`src/rtl/fprop_sequencer_pkg.sv`:
```
// Shared types and default sizes for the forward-propagation sequencer.
package fprop_pkg;

  typedef enum logic [2:0] {
    IDLE,
    L0_ISS,
    L0_RUN,
    ACT0,
    L1_ISS,
    L1_RUN,
    ACT1,
    DONE
  } seq_state_t;

  localparam int L0_ROWS_DEF = 784;
  localparam int L1_ROWS_DEF = 128;
  localparam int CNT_W_DEF   = 10;

endpackage

```
`src/rtl/fprop_sequencer_row_counter.sv`:
```
// Weight-row index counter shared by both layers; returns to 0 after the last row.
module row_counter #(
  parameter int CNT_W = 10
) (
  input  logic             clka,
  input  logic             rst,
  input  logic             load,
  input  logic             en,
  input  logic [CNT_W-1:0] limit,
  output logic [CNT_W-1:0] idx,
  output logic             last
);

  logic [CNT_W-1:0] idx_q, idx_d;

  assign last = (idx_q == limit);
  assign idx  = idx_q;

  // Wrapping to 0 on the last row keeps mac_row at 0 whenever mac_en is low.
  always_comb begin
    idx_d = idx_q;
    if (load)
      idx_d = '0;
    else if (en)
      idx_d = last ? '0 : idx_q + 1'b1;
  end

  always_ff @(posedge clka or posedge rst) begin
    if (rst)
      idx_q <= '0;
    else
      idx_q <= idx_d;
  end

endmodule

```
`src/rtl/fprop_sequencer.sv`:
```
// Two-layer forward-propagation control FSM.
// Optional feature: define SEQ_PERF_EN to add the perf_cycles busy-cycle counter.
module fprop_sequencer
  import fprop_pkg::*;
#(
  parameter int L0_ROWS = L0_ROWS_DEF,
  parameter int L1_ROWS = L1_ROWS_DEF,
  parameter int CNT_W   = CNT_W_DEF
) (
  input  logic             clka,
  input  logic             rst,
  input  logic             img_valid,
  output logic             img_ready,
  output logic             start_0,
  output logic             start_1,
  output logic             acc_clr,
  output logic             mac_en,
  output logic             mac_layer,
  output logic [CNT_W-1:0] mac_row,
  output logic             act_start,
  input  logic             act_done,
  output logic             result_valid,
  input  logic             result_ready,
`ifdef SEQ_PERF_EN
  output logic [31:0]      perf_cycles,
`endif
  output logic             busy
);

  seq_state_t       state_q;
  logic             img_ready_q, start_0_q, start_1_q, acc_clr_q;
  logic             mac_en_q, mac_layer_q, act_start_q, result_valid_q;
  logic             row_load, row_en, row_last;
  logic [CNT_W-1:0] row_limit, row_idx;

  assign row_load  = (state_q == L0_ISS) || (state_q == L1_ISS);
  assign row_en    = (state_q == L0_RUN) || (state_q == L1_RUN);
  assign row_limit = (state_q == L1_RUN) ? CNT_W'(L1_ROWS - 1) : CNT_W'(L0_ROWS - 1);

  row_counter #(.CNT_W(CNT_W)) u_row_counter (
    .clka  (clka),
    .rst   (rst),
    .load  (row_load),
    .en    (row_en),
    .limit (row_limit),
    .idx   (row_idx),
    .last  (row_last)
  );

  // Outputs are registered on entry to the state in which they must be visible.
  always_ff @(posedge clka or posedge rst) begin
    if (rst) begin
      state_q        <= IDLE;
      img_ready_q    <= 1'b1;
      start_0_q      <= 1'b0;
      start_1_q      <= 1'b0;
      acc_clr_q      <= 1'b0;
      mac_en_q       <= 1'b0;
      mac_layer_q    <= 1'b0;
      act_start_q    <= 1'b0;
      result_valid_q <= 1'b0;
    end else begin
      start_0_q   <= 1'b0;
      start_1_q   <= 1'b0;
      acc_clr_q   <= 1'b0;
      act_start_q <= 1'b0;
      case (state_q)
        IDLE: begin
          if (img_valid) begin
            state_q     <= L0_ISS;
            img_ready_q <= 1'b0;
            start_0_q   <= 1'b1;
            acc_clr_q   <= 1'b1;
          end
        end
        L0_ISS: begin
          state_q     <= L0_RUN;
          mac_en_q    <= 1'b1;
          mac_layer_q <= 1'b0;
        end
        L0_RUN: begin
          if (row_last) begin
            state_q     <= ACT0;
            mac_en_q    <= 1'b0;
            act_start_q <= 1'b1;
          end
        end
        ACT0: begin
          // act_done coinciding with the act_start cycle belongs to no request.
          if (act_done && !act_start_q) begin
            state_q   <= L1_ISS;
            start_1_q <= 1'b1;
            acc_clr_q <= 1'b1;
          end
        end
        L1_ISS: begin
          state_q     <= L1_RUN;
          mac_en_q    <= 1'b1;
          mac_layer_q <= 1'b1;
        end
        L1_RUN: begin
          if (row_last) begin
            state_q     <= ACT1;
            mac_en_q    <= 1'b0;
            mac_layer_q <= 1'b0;
            act_start_q <= 1'b1;
          end
        end
        ACT1: begin
          if (act_done && !act_start_q) begin
            state_q        <= DONE;
            result_valid_q <= 1'b1;
          end
        end
        DONE: begin
          if (result_ready) begin
            state_q        <= IDLE;
            result_valid_q <= 1'b0;
            img_ready_q    <= 1'b1;
          end
        end
        default: begin
          state_q     <= IDLE;
          img_ready_q <= 1'b1;
        end
      endcase
    end
  end

  assign img_ready    = img_ready_q;
  assign start_0      = start_0_q;
  assign start_1      = start_1_q;
  assign acc_clr      = acc_clr_q;
  assign mac_en       = mac_en_q;
  assign mac_layer    = mac_layer_q;
  assign mac_row      = row_idx;
  assign act_start    = act_start_q;
  assign result_valid = result_valid_q;
  assign busy         = (state_q != IDLE);

`ifdef SEQ_PERF_EN
  logic [31:0] perf_q;

  always_ff @(posedge clka or posedge rst) begin
    if (rst)
      perf_q <= '0;
    else if (state_q == IDLE && img_valid)
      perf_q <= '0;
    else if (state_q != IDLE && state_q != DONE && perf_q != '1)
      perf_q <= perf_q + 32'd1;
  end

  assign perf_cycles = perf_q;
`endif

endmodule
```
`config.mk`:
```
export PLATFORM = sky130hd
export DESIGN_NAME = fprop_sequencer
export DESIGN_NICKNAME = d
export VERILOG_FILES = /design/src/rtl/fprop_sequencer_pkg.sv /design/src/rtl/fprop_sequencer_row_counter.sv /design/src/rtl/fprop_sequencer.sv
export SDC_FILE = /design/constraint.sdc
export NUM_CORES = 1
export LEC_CHECK = 0
export ABC_AREA = 1
export CELL_PAD_IN_SITES_DETAIL_PLACEMENT = 1
export CELL_PAD_IN_SITES_GLOBAL_PLACEMENT = 1
export CORE_UTILIZATION = 42
export DETAILED_ROUTE_END_ITERATION = 8
export GPL_ROUTABILITY_DRIVEN = 0
export PLACE_DENSITY_LB_ADDON = 0.12
export SLEW_MARGIN = 10
export SYNTH_ARGS = -nofsm -noshare
export SYNTH_HDL_FRONTEND = slang
export SYNTH_HIERARCHICAL = 1
export SYNTH_SLANG_ARGS = --single-unit
export TNS_END_PERCENT = 100
```
`constraint.sdc`:
```
create_clock -name clka -period 5.2 [get_ports clka]
set_input_delay 1.04 -clock clka [delete_from_list [all_inputs] [get_ports clka]]
set_output_delay 1.04 -clock clka [all_outputs]
set_load 0.01 [all_outputs]
```
==> impl_metrics.json <==
{
  "status": "complete, no violations",
  "yosysSeqAreaShare_pct": 35.6,
  "peakVddDrop_uv": 272,
  "slowest_stage": "dfrtp_1",
  "synth.distinct_cells": 30,
  "synth_async_sr_flop_share_pct": 100,
  "cp_max_fo": 9,
  "yosys_most_used_dff": "dfrtp_1",
  "fp-row-count": 21,
  "clk_root_buffer_cell": "clkbuf_4",
  "clk_pin_slew_ps": 120,
  "holdCritStartpoint": "img_ready",
  "reg2regPathDepth": 13,
  "largest_reg_flops": 10,
  "rsz0062_at_grt": "no",
  "routedWlPerCell_um": 12.8,
  "power_leakage_nw": 0.895,
  "crit_path_end_kind": "output port",
  "worst_slack_ps": 2470,
  "io_pins": 24,
  "cts.sink_count": 21,
  "synth-edff-count": 0,
  "crit_type": "flop to output port",
  "die_h_um": 61.4,
  "fin_crit_ps": 2730,
  "cts_tree": "done",
  "clock_skew_ps": 2.85,
  "yosys-top-cells-area": "dfrtp_1 34%, nand2_1 13%, inv_1 5.8%",
  "start_util_pct": 44.0,
  "ys_ff_latch": 21,
  "hpwl_um": 2820,
  "hold_viol_final": 0,
  "finalNonFillerCells": 269,
  "portBuffers": 23,
  "timing.setup.tns_ps": 0,
  "cap_violations": 0,
  "drtPass1Iterations": 4,
  "synth_top_area_share_pct": 33.8,
  "r2r-end": "state_q[1]",
  "cp_num_buf_inv": 2,
  "maxSlewViolCount": 0,
  "antenna_cells": 0,
  "cts_max_path_buffers": 2,
  "yosysWarnings": 6,
  "syn_area_um2": 1480,
  "post_cts_buffers": 0,
  "grt_use_total_pct": 20.9,
  "cts-buffers-inserted": 3,
  "die_x_um": 61.4,
  "grt_max_degree": 12,
  "r2r-start": "state_q[1]",
  "worstHoldPathCells": 2,
  "fmax_mhz": 366,
  "synthCells": 192,
  "post_dp_cell_area_um2": 1760,
  "first_iter_violations": 30,
  "dr_total_vias": 1283,
  "max_stage_delay_ps": 610,
  "grt_pass1_wl_um": 5870,
  "finalSetupViolCount": 0,
  "synth_area_per_cell_um2": 7.71,
  "nets": 230,
  "drc": 0,
  "htree_levels": 1,
  "place_ws_ps": 2800,
  "crit_required_ps": 4160,
  "whs_ps": 501,
  "grt_pass1_vias": 1288,
  "synth_area_leader_cell": "dfrtp_1",
  "via_per_inst": 4.77,
  "fin_crit_sh_pct": 52.6,
  "ctsResizeCount": 0,
  "crit_family": "buffers and inverters",
  "crit_chain": "inv_4, nand2_1, clkdlybuf4s50_1",
  "worst_skew_pair.late_latency_ps": 300,
  "startpoint_type": "flop",
  "min_to": "img_ready",
  "drive_gt1_share_pct": 18.8,
  "ant_nets": 0,
  "antenna_found_initial": 0,
  "rrSetupSlack_ps": 3080,
  "die-area_um2": 3770,
  "coreArea_um2": 3360,
  "critical_path_arrival_ps": 1690,
  "postCtsHoldBufs": 0,
  "post-place-cells": 265,
  "powerDensity_nw_per_um2": 453,
  "min_path_type": "flop to flop",
  "synthToLayoutAreaGrowth_pct": 20.7,
  "totalWireLength_um": 3450,
  "stdcell_area_um2": 1790,
  "gr-total-overflow": 0
}
report_power, final:
| group | internal, mW | leakage, nW | switching, mW |
|---|---|---|---|
| sequential | 0.202 | 0.273 | 0.0557 |
| clock | 0.0299 | 0.0150 | 0.0512 |
| combinational | 0.202 | 0.607 | 0.270 |
| total | 0.433 | 0.895 | 0.377 |
metrics by stage:
step,power [mW],util [%]
after global routing,0.877,53.1
after CTS,0.821,53.1
after detailed placement,0.735,52.3
after floorplan,0.624,-
final,0.810,53.1
after global placement,0.718,52.3
layout by cell type, fill, tap and decap left out:
cell             synthesis  routed
nand2_2                  3       3
o21ai_0                  7       7
or2_0                    2       2
nor2_4                   2       2
nand4_1                  6       6
clkinv_1                 1       1
o22ai_1                  1       1
dfrtp_1                 20      20
clkbuf_1                 0       1
inv_4                    1       1
xor2_1                   4       4
dfstp_2                  1       1
nand3_2                  5       5
nand2_1                 53      53
nand2_4                  3       3
clkdlybuf4s50_1          0      23
nor3_1                   1       1
a21oi_2                  7       7
bufinv_16                1       1
nor2_2                   7       7
inv_2                    6       6
nand2_8                  1       1
nand3_1                 13      13
clkbuf_4                 0       3
ha_1                     1       1
or2_1                    1       1
inv_1                   23      23
conb_1                   2       9
nor3_2                   1       1
nor2_1                  12      12
xnor2_1                  3       3
nand3_4                  1       1
per-layer routing:
metal | vias to the layer above | track usage [%] | wire length, µm
met2 | 11 | 40.1 | 1920
li1 | 650 | - | -
met5 | - | 0 | 0
met4 | 0 | 4.76 | 27
met3 | 4 | 2.31 | 72
met1 | 618 | 24.8 | 1430
synth_stat cells (2+ instances only):
library cell	number
o21ai_0	7
dfrtp_1	20
nand2_2	3
nand4_1	6
or2_0	2
xor2_1	4
nand3_2	5
nand2_4	3
nand3_1	13
nor2_2	7
inv_1	23
conb_1	2
inv_2	6
nor2_1	12
nand2_1	53
a21oi_2	7
xnor2_1	3
buf_6	3
nor2_4	2
final cells by class:
cell class | count | area, µm²
Clock buffer | 4 | 26.3
Fill cell | 452 | 1580
Inverter | 32 | 149
Multi-Input combinational cell | 143 | 797
Sequential cell | 21 | 527
Tap cell | 46 | 57.6
Timing Repair Buffer | 23 | 230
worst register-to-register path: stages (launching register included):
cell and delay [ps]:
dfrtp_1 550, inv_2 150, nand3_4 120, inv_1 190
or2_0 160, nand3_2 90, nor2_2 170, nand2_4 110
inv_1 100, inv_1 80, nand2_4 90, nand3_2 90
nand2_1 70, nand2_1 60
worst max path at each step:
stage / slack [ps] / end / from / depth (start not counted)
final: 2470 / busy / state_q[2] / 3
after global routing: 2370 / busy / state_q[2] / 3
after floorplan: 3430 / busy / state_q[0] / 3
after CTS: 2440 / busy / state_q[2] / 3
after global placement: 2850 / busy / state_q[2] / 3
after detailed placement: 2800 / busy / state_q[2] / 3
logic make-up (layout without fill, tap and decap cells):
| group | count (synthesis) | after routing | share of synthesized area (%) |
|---|---|---|---|
| compound gates | 15 | 15 | 6.93 |
| xor+xnor | 7 | 7 | 4.14 |
| fa+ha+maj | 1 | 1 | 0.845 |
| buf+inv | 35 | 59 | 12.3 |
| flops | 21 | 21 | 35.6 |
| other cells | 2 | 9 | 0.507 |
| simple gates | 111 | 111 | 39.6 |
Power figures use the tool's default switching activity.
